$ cat config.mk
export PLATFORM = sky130hd
export DESIGN_NAME = nand_gate_pipe
export DESIGN_NICKNAME = d
export VERILOG_FILES = /design/src/rtl/nand_gate_pkg.sv /design/src/rtl/nand_gate_skid.sv /design/src/rtl/nand_gate_pipe.sv
export SDC_FILE = /design/constraint.sdc
export NUM_CORES = 1
export LEC_CHECK = 0
export BUFFER_PORTS_ARGS = -buffer_cell sky130_fd_sc_hd__buf_2
export CORE_UTILIZATION = 35
export CTS_CLUSTER_DIAMETER = 120
export CTS_CLUSTER_SIZE = 20
export DETAILED_ROUTE_END_ITERATION = 8
export SYNTH_ARGS = -nofsm -noshare
export SYNTH_HDL_FRONTEND = slang
export SYNTH_SLANG_ARGS = --single-unit
$ cat constraint.sdc
create_clock -name clk -period 4.7 [get_ports clk]
set_input_delay 0.94 -clock clk [delete_from_list [all_inputs] [get_ports clk]]
set_output_delay 0.94 -clock clk [all_outputs]
set_load 0.005 [all_outputs]
$ cat src/rtl/nand_gate_pkg.sv
// Shared op codes and the per-bit gate reduction used by nand_gate_pipe.
// gate_reduce works on one bit column (bit b of every operand) at a time.
package nand_gate_pkg;
   localparam int OP_W   = 3;
   localparam int MAX_IN = 8;

   localparam logic [OP_W-1:0] OP_NAND = 3'd0;
   localparam logic [OP_W-1:0] OP_AND  = 3'd1;
   localparam logic [OP_W-1:0] OP_NOR  = 3'd2;
   localparam logic [OP_W-1:0] OP_OR   = 3'd3;
   localparam logic [OP_W-1:0] OP_XOR  = 3'd4;
   localparam logic [OP_W-1:0] OP_XNOR = 3'd5;
   localparam logic [OP_W-1:0] OP_NOT  = 3'd6;
   localparam logic [OP_W-1:0] OP_RSVD = 3'd7;

   // Returns {err, result}; only the low n entries of bits take part.
   function automatic logic [1:0] gate_reduce(input logic [OP_W-1:0] op,
                                              input logic [MAX_IN-1:0] bits,
                                              input int n);
      logic r_and, r_or, r_xor, r;
      r_and = 1'b1;
      r_or  = 1'b0;
      r_xor = 1'b0;
      for (int k = 0; k < MAX_IN; k++) begin
         if (k < n) begin
            r_and = r_and & bits[k];
            r_or  = r_or  | bits[k];
            r_xor = r_xor ^ bits[k];
         end
      end
      case (op)
         OP_NAND: r = ~r_and;
         OP_AND:  r = r_and;
         OP_NOR:  r = ~r_or;
         OP_OR:   r = r_or;
         OP_XOR:  r = r_xor;
         OP_XNOR: r = ~r_xor;
         OP_NOT:  r = ~bits[0];
         default: r = ~r_and;
      endcase
      return {op == OP_RSVD, r};
   endfunction
endpackage

$ cat src/rtl/nand_gate_skid.sv
// Output register plus one-entry skid buffer on a valid/ready channel.
// in_ready depends only on skid occupancy, so it never combinationally follows out_ready.
module nand_gate_skid #(
   parameter int DW = 9
) (
   input  logic          clk,
   input  logic          rst_n,
   input  logic          in_valid,
   output logic          in_ready,
   input  logic [DW-1:0] in_data,
   output logic          out_valid,
   input  logic          out_ready,
   output logic [DW-1:0] out_data
);
   logic          skid_valid;
   logic [DW-1:0] skid_data;

   assign in_ready = rst_n && !skid_valid;

   always_ff @(posedge clk) begin
      if (!rst_n) begin
         out_valid  <= 1'b0;
         out_data   <= '0;
         skid_valid <= 1'b0;
         skid_data  <= '0;
      end else if (!out_valid || out_ready) begin
         if (skid_valid) begin
            out_data   <= skid_data;
            out_valid  <= 1'b1;
            skid_valid <= 1'b0;
         end else if (in_valid && in_ready) begin
            out_data  <= in_data;
            out_valid <= 1'b1;
         end else begin
            out_valid <= 1'b0;
         end
      end else if (in_valid && in_ready) begin
         // stalled: output holds, newcomer parks in the skid slot
         skid_data  <= in_data;
         skid_valid <= 1'b1;
      end
   end
endmodule

$ cat src/rtl/nand_gate_pipe.sv
// Pipelined NUM_IN-operand bitwise gate with valid/ready on both sides,
// a skid-buffered output register and a wrapping transfer counter.
module nand_gate_pipe
   import nand_gate_pkg::*;
#(
   parameter int WIDTH  = 8,
   parameter int NUM_IN = 2,
   parameter int CNT_W  = 16
) (
   input  logic                    clk,
   input  logic                    rst_n,
   input  logic                    in_valid,
   output logic                    in_ready,
   input  logic [NUM_IN*WIDTH-1:0] in_x,
   input  logic [OP_W-1:0]         in_op,
   output logic                    out_valid,
   input  logic                    out_ready,
   output logic [WIDTH-1:0]        out_z,
   output logic                    out_err,
   output logic [CNT_W-1:0]        txn_count
);
   if (NUM_IN < 2 || NUM_IN > MAX_IN) begin : g_bad_num_in
      $error("nand_gate_pipe: NUM_IN must be in 2..8");
   end

   logic [WIDTH-1:0] z_c;
   logic [WIDTH-1:0] err_c;
   logic [WIDTH:0]   out_data;

   for (genvar b = 0; b < WIDTH; b++) begin : g_bit
      logic [MAX_IN-1:0] col;
      for (genvar k = 0; k < MAX_IN; k++) begin : g_col
         if (k < NUM_IN) begin : g_used
            assign col[k] = in_x[k*WIDTH+b];
         end else begin : g_pad
            assign col[k] = 1'b0;
         end
      end
      assign {err_c[b], z_c[b]} = gate_reduce(in_op, col, NUM_IN);
   end

   nand_gate_skid #(.DW(WIDTH+1)) u_skid (
      .clk       (clk),
      .rst_n     (rst_n),
      .in_valid  (in_valid),
      .in_ready  (in_ready),
      .in_data   ({|err_c, z_c}),
      .out_valid (out_valid),
      .out_ready (out_ready),
      .out_data  (out_data)
   );

   assign out_err = out_data[WIDTH];
   assign out_z   = out_data[WIDTH-1:0];

   always_ff @(posedge clk) begin
      if (!rst_n)
         txn_count <= '0;
      else if (out_valid && out_ready)
         txn_count <= txn_count + CNT_W'(1);
   end
endmodule

**Word-level counts from Yosys, hierarchy flattened**

Index checks and enable logic that the tools add are counted.
Widths: inputs -> output; s select.

- Register bits after elaboration: 36
- Output and inout bits: 27
- Logic and storage cells: 93

- $add $sub $neg: 1
- Eq/ne operators: 7
- Mux-type cells: 12
- Bitwise logic cells: 58
- Reduce and logical (&&, ||, !) cells: 10

Operator list:

| operator | number |
|---|---|
| $pmux 1 s6 | 8 |
| $not 1->1 | 34 |
| $mux 9 | 2 |
| $add 16x1->16 const B | 1 |
| $eq 3x3->1 const B | 4 |
| $and 1x1->1 | 8 |
| $or 1x1->1 | 8 |
| $xor 1x1->1 | 8 |
| $eq 3x2->1 const B | 2 |
| $reduce_and 2->1 | 2 |
| $eq 3x1->1 const B | 1 |
| $logic_and 1x1->1 | 3 |
| $logic_not 1->1 | 2 |
| $mux 1 | 2 |
| $reduce_bool 2->1 | 1 |
| $reduce_or 2->1 | 1 |
| $logic_or 1x1->1 | 1 |

**Logic depth before layout (Yosys ltp)**

- Depth after elaboration: 5
- Mapped depth: 7
- Gate-level depth less buffers: 7

**Modules after synthesis**

Synthesis repeated with hierarchy kept, for this count alone.

- Cell total of the unflattened synthesis: 310
- Area, all modules: 2482.4 um^2

By module, submodules not included:

| module | times used | cells an instance | area each (um^2) | seq. area each (um^2) |
|---|---|---|---|---|
| nand_gate_pipe | 1 | 210 | 1532.7 | 320.3 |
| nand_gate_skid | 1 | 100 | 949.7 | 400.4 |

**Worst setup path after synthesis**

OpenSTA, ideal clock, no wires.

- Path type: in2reg
- Start point: input port in_x[1]
- End point: register u_skid.out_data[1]
- Arrival time: 2.015 ns
- Required time: 4.563 ns
- Path slack: 2.548 ns
- Stages on the path: 7
- Cell sequence: inv_1 -> ha_1 -> and2b_1 -> o311ai_1 -> a221oi_2 -> mux2i_1 -> a21oi_1

- Longest elaborated chain between the ends: 5
- Elaborated cells between the ends (all ways): 10
- Classes of those cells: mux: 3; bitwise: 7

RTL lines:

| item | line | RTL |
|---|---|---|
| start: declaration | nand_gate_pipe.sv:14 | `input logic [NUM_IN*WIDTH-1:0] in_x,` |
| $and 1x1->1 (tied with other cells) | nand_gate_pkg.sv:26 | `r_and = r_and & bits[k];` |
| $not 1->1, on equally long branches | n/a |  |
| $pmux 1 s6 * | nand_gate_pkg.sv:31 | `case (op)` |
| $mux 9 * | nand_gate_skid.sv:31 | `end else if (in_valid && in_ready) begin` |
| $mux 9 * | nand_gate_skid.sv:27 | `if (skid_valid) begin` |
| end signal: assignment | nand_gate_skid.sv:28 | `out_data <= skid_data;` |
| end signal: assignment | nand_gate_skid.sv:32 | `out_data <= in_data;` |
| end: declaration | nand_gate_skid.sv:13 | `output logic [DW-1:0] out_data` |

Every way passes the cells marked *; elsewhere a longest branch is shown, timed or not. The select of a mux whose other input is x is not followed.
A chain may end at the register's enable or synchronous reset.

**Worst setup path in the final report**

- Start point: input port rst_n
- End point: output port in_ready

- Longest elaborated chain between the ends: 1

RTL lines:

| item | line | RTL |
|---|---|---|
| start: declaration | nand_gate_pipe.sv:11 | `input logic rst_n,` |
| $logic_and 1x1->1 | nand_gate_skid.sv:18 | `assign in_ready = rst_n && !skid_valid;` |
| end: declaration | nand_gate_pipe.sv:13 | `output logic in_ready,` |

Every way passes these cells.

==> impl_metrics.toml <==
[outcome]
status = "finished clean"

[power]
p_int_uw = 502
power_frac_comb_pct = 20.0
powerDensity_nw_per_um2 = 239
switchingPower_uw = 191
pwr-share-seq_pct = 46.3
p_clk_share_pct = 33.7
leakagePower_nw = 1.27
vdd_drop_max_mv = 0.0860
sw_frac_of_total_pct = 27.6

[clock_tree]
numCtsBuffers = 5
cts_setup_buffers = 0
clock_latency_ns = 0.28
clk_pin_slew_ns = 0.07
cts.repair.resized = 0
ctsHtreeMaxLevel = 2
cts_tree = "yes"
root_buffer = "clkbuf_8"
clock_path_buffers = 2
cts_sinks = 36
ctsHoldBuffers = 0

[yosys]
ys.flop_type = "dfxtp_1"
ys_async_sr_fraction_pct = 0
synth_warnings = 0
synth-seq-area-share_pct = 28.1
syn_avg_cell_area_sq_um = 7.89
synthCells = 325
synth.net_count = 365
ys_types = 57
synth_area_sq_um = 2560
synth_edf_count = 0
ys_ff_latch = 36

[floorplan]
fp.dieH_microns = 87.6
die_area_sq_um = 7670
die_x_microns = 87.6
initial_core_util_pct = 36.9
core_sq_um = 6940
rows = 30
pin_count = 50

[global_routing]
grtUsageTotal_pct = 15.7
antenna_found_initial = 0
grt_first_pass_wirelength_mm = 9.65
gr-total-overflow = 0
grt_max_degree = 53
grt_pass1_vias = 2118

[sta]
rsz0062_at_grt = "no"
setup_slack_ns = 1.95
tns_ns = 0
fin_crit_sh_pct = 58.6
finClkSkew_ns = 0.00332
hold_viol = 0
finalSetupViolCount = 0
tightest_slew_ns = 0.845
relSlewSlack_pct = 43.6
fmax_mhz = 363
min_period_ns = 2.75
finalMaxSlewViolations = 0

[cells_and_area]
num_antenna_cells = 0
num-nets-final = 401
area_growth_pct = 12.8
stdcell_count = 457
fillers = 736
final_common_cell = "buf_2"
final_cell_mix = "buf_2, dfxtp_1, nand2_1"
drive_gt1_share_pct = 18.6

[worst_hold_path]
hold_path.class = "reg2reg"

[detailed_routing]
drc = 0
ant_nets = 0
dr.first_iter.drc_count = 175
wl_mm = 5.71
wl_per_cell_microns = 12.5
via_per_inst = 5.14
dr_total_vias = 2351
dr.pass1.iters = 4

[critical_path]
critPathCaptureType = "output pin"
critPathMostFrequentCell = "buf_2"
cp_slowest_cell = "buf_2"
cp_top_family = "buffers and inverters"
critical-path-max-stage-delay_ns = 0.39
critPathBufInv = 2
path_max_fanout = 32
r2r_setup_slack_ns = 2.87
cp_cell_sequence = "buf_2, nor2b_2, buf_2"
cp_data_arrival_time_ns = 1.81
critPathRequiredTime_ns = 3.76
start_kind = "input port"
critPathKind = "in2out"

[placed_design]
routabilityCongestion = 0.767
hpwl_mm = 4.12
io_buffers = 49
post-place-ws_ns = 1.95
dp_cells = 450

[job]
drv_cap = 0
-- cell usage after synthesis, types with 3 or more instances --
library cell,n,area [sq um]
dfxtp_1,36,721
nand2_1,27,101
inv_1,22,82.6
nand3_1,22,110
a21oi_1,19,95.1
nor2_1,19,71.3
ha_1,17,213
o21ai_0,16,80.1
and2_1,12,75.1
nand2b_1,10,62.6
xnor2_1,10,87.6
nor2b_1,9,56.3
buf_2,7,35.0
nor3_1,7,35.0
xor2_1,7,61.3
clkbuf_1,6,22.5
a31oi_1,5,31.3
or2_2,4,25.0
or3_1,4,25.0
and3_1,3,18.8
and4_1,3,26.3
buf_4,3,22.5
buf_6,3,33.8
mux2i_1,3,30.0
o211ai_1,3,22.5
o21ai_1,3,15.0
-- stage by stage --
step	util, %	cell area, sq um	hold WS [ns]	total power [mW]
after floorplan	-	2560	0.434	0.430
after global placement	40.3	2800	0.446	0.463
after detailed placement	40.3	2800	0.448	0.466
after CTS	41.7	2890	0.458	0.697
after global routing	41.7	2890	0.487	0.726
final	41.7	2890	0.457	0.693
-- final cells by class --
class                      count  area, sq um  share of cell area [%]
inverter                      23         86.3                    2.98
timing repair buffer          49          245                    8.48
sequential                    36          721                    24.9
multi-input combinational    246         1620                    56.1
tap                           96          120                    4.15
clock buffer                   7         96.3                    3.33
-- routing by layer --
metal / wire length, microns / share of wire [%] / track usage, % / vias to the layer above
met4: 112 / 2.0 / 4.62 / 0
li1: - / - / - / 1204
met5: 0 / 0 / 0 / -
met1: 2780 / 49 / 21.1 / 1084
met3: 222 / 3.9 / 2.83 / 9
met2: 2600 / 45 / 25.9 / 54
-- cell families after synthesis --
kind of cell,after synthesis,synth area share [%]
buf+inv,43,8.58
mux,3,1.17
compound gates,76,20.0
flops,36,28.1
fa+ha+maj,17,8.29
xor+xnor,17,5.80
simple gates,133,28.1
-- flip-flops by register name, summed over array words and instances (netlist names) --
signal	flops
u_skid.skid_valid	1
u_skid.skid_data	9
u_skid.out_data	9
txn_count	16
u_skid.out_valid	1
-- tightest hold or removal path, delay by kind of cell (launching register included) --
kind            cells  cell delay, ns
compound gates      1            0.05
simple gates        1            0.05
flops               1            0.31
-- final timing paths --
path,from,end,cells after the start
hold / removal,u_skid.skid_data[3]$_SDFFE_PN0P_,u_skid.skid_data[3]$_SDFFE_PN0P_,2
hold reg to reg,u_skid.skid_data[3]$_SDFFE_PN0P_,u_skid.skid_data[3]$_SDFFE_PN0P_,2
setup reg to reg,u_skid.skid_valid$_SDFFE_PP0P_,u_skid.out_data[7]$_SDFFE_PN0P_,4
setup / recovery,rst_n,in_ready,3
-- power groups by stage --
stage          logic, mW  clock network [mW]  registers [mW]
2_1_floorplan      0.104                   0           0.326
3_3_place_gp       0.136                   0           0.328
3_5_place_dp       0.138                   0           0.328
4_1_cts            0.139               0.238           0.321
5_1_grt            0.156               0.248           0.322
6_report           0.138               0.234           0.321
(Power assumes the default switching activity.)
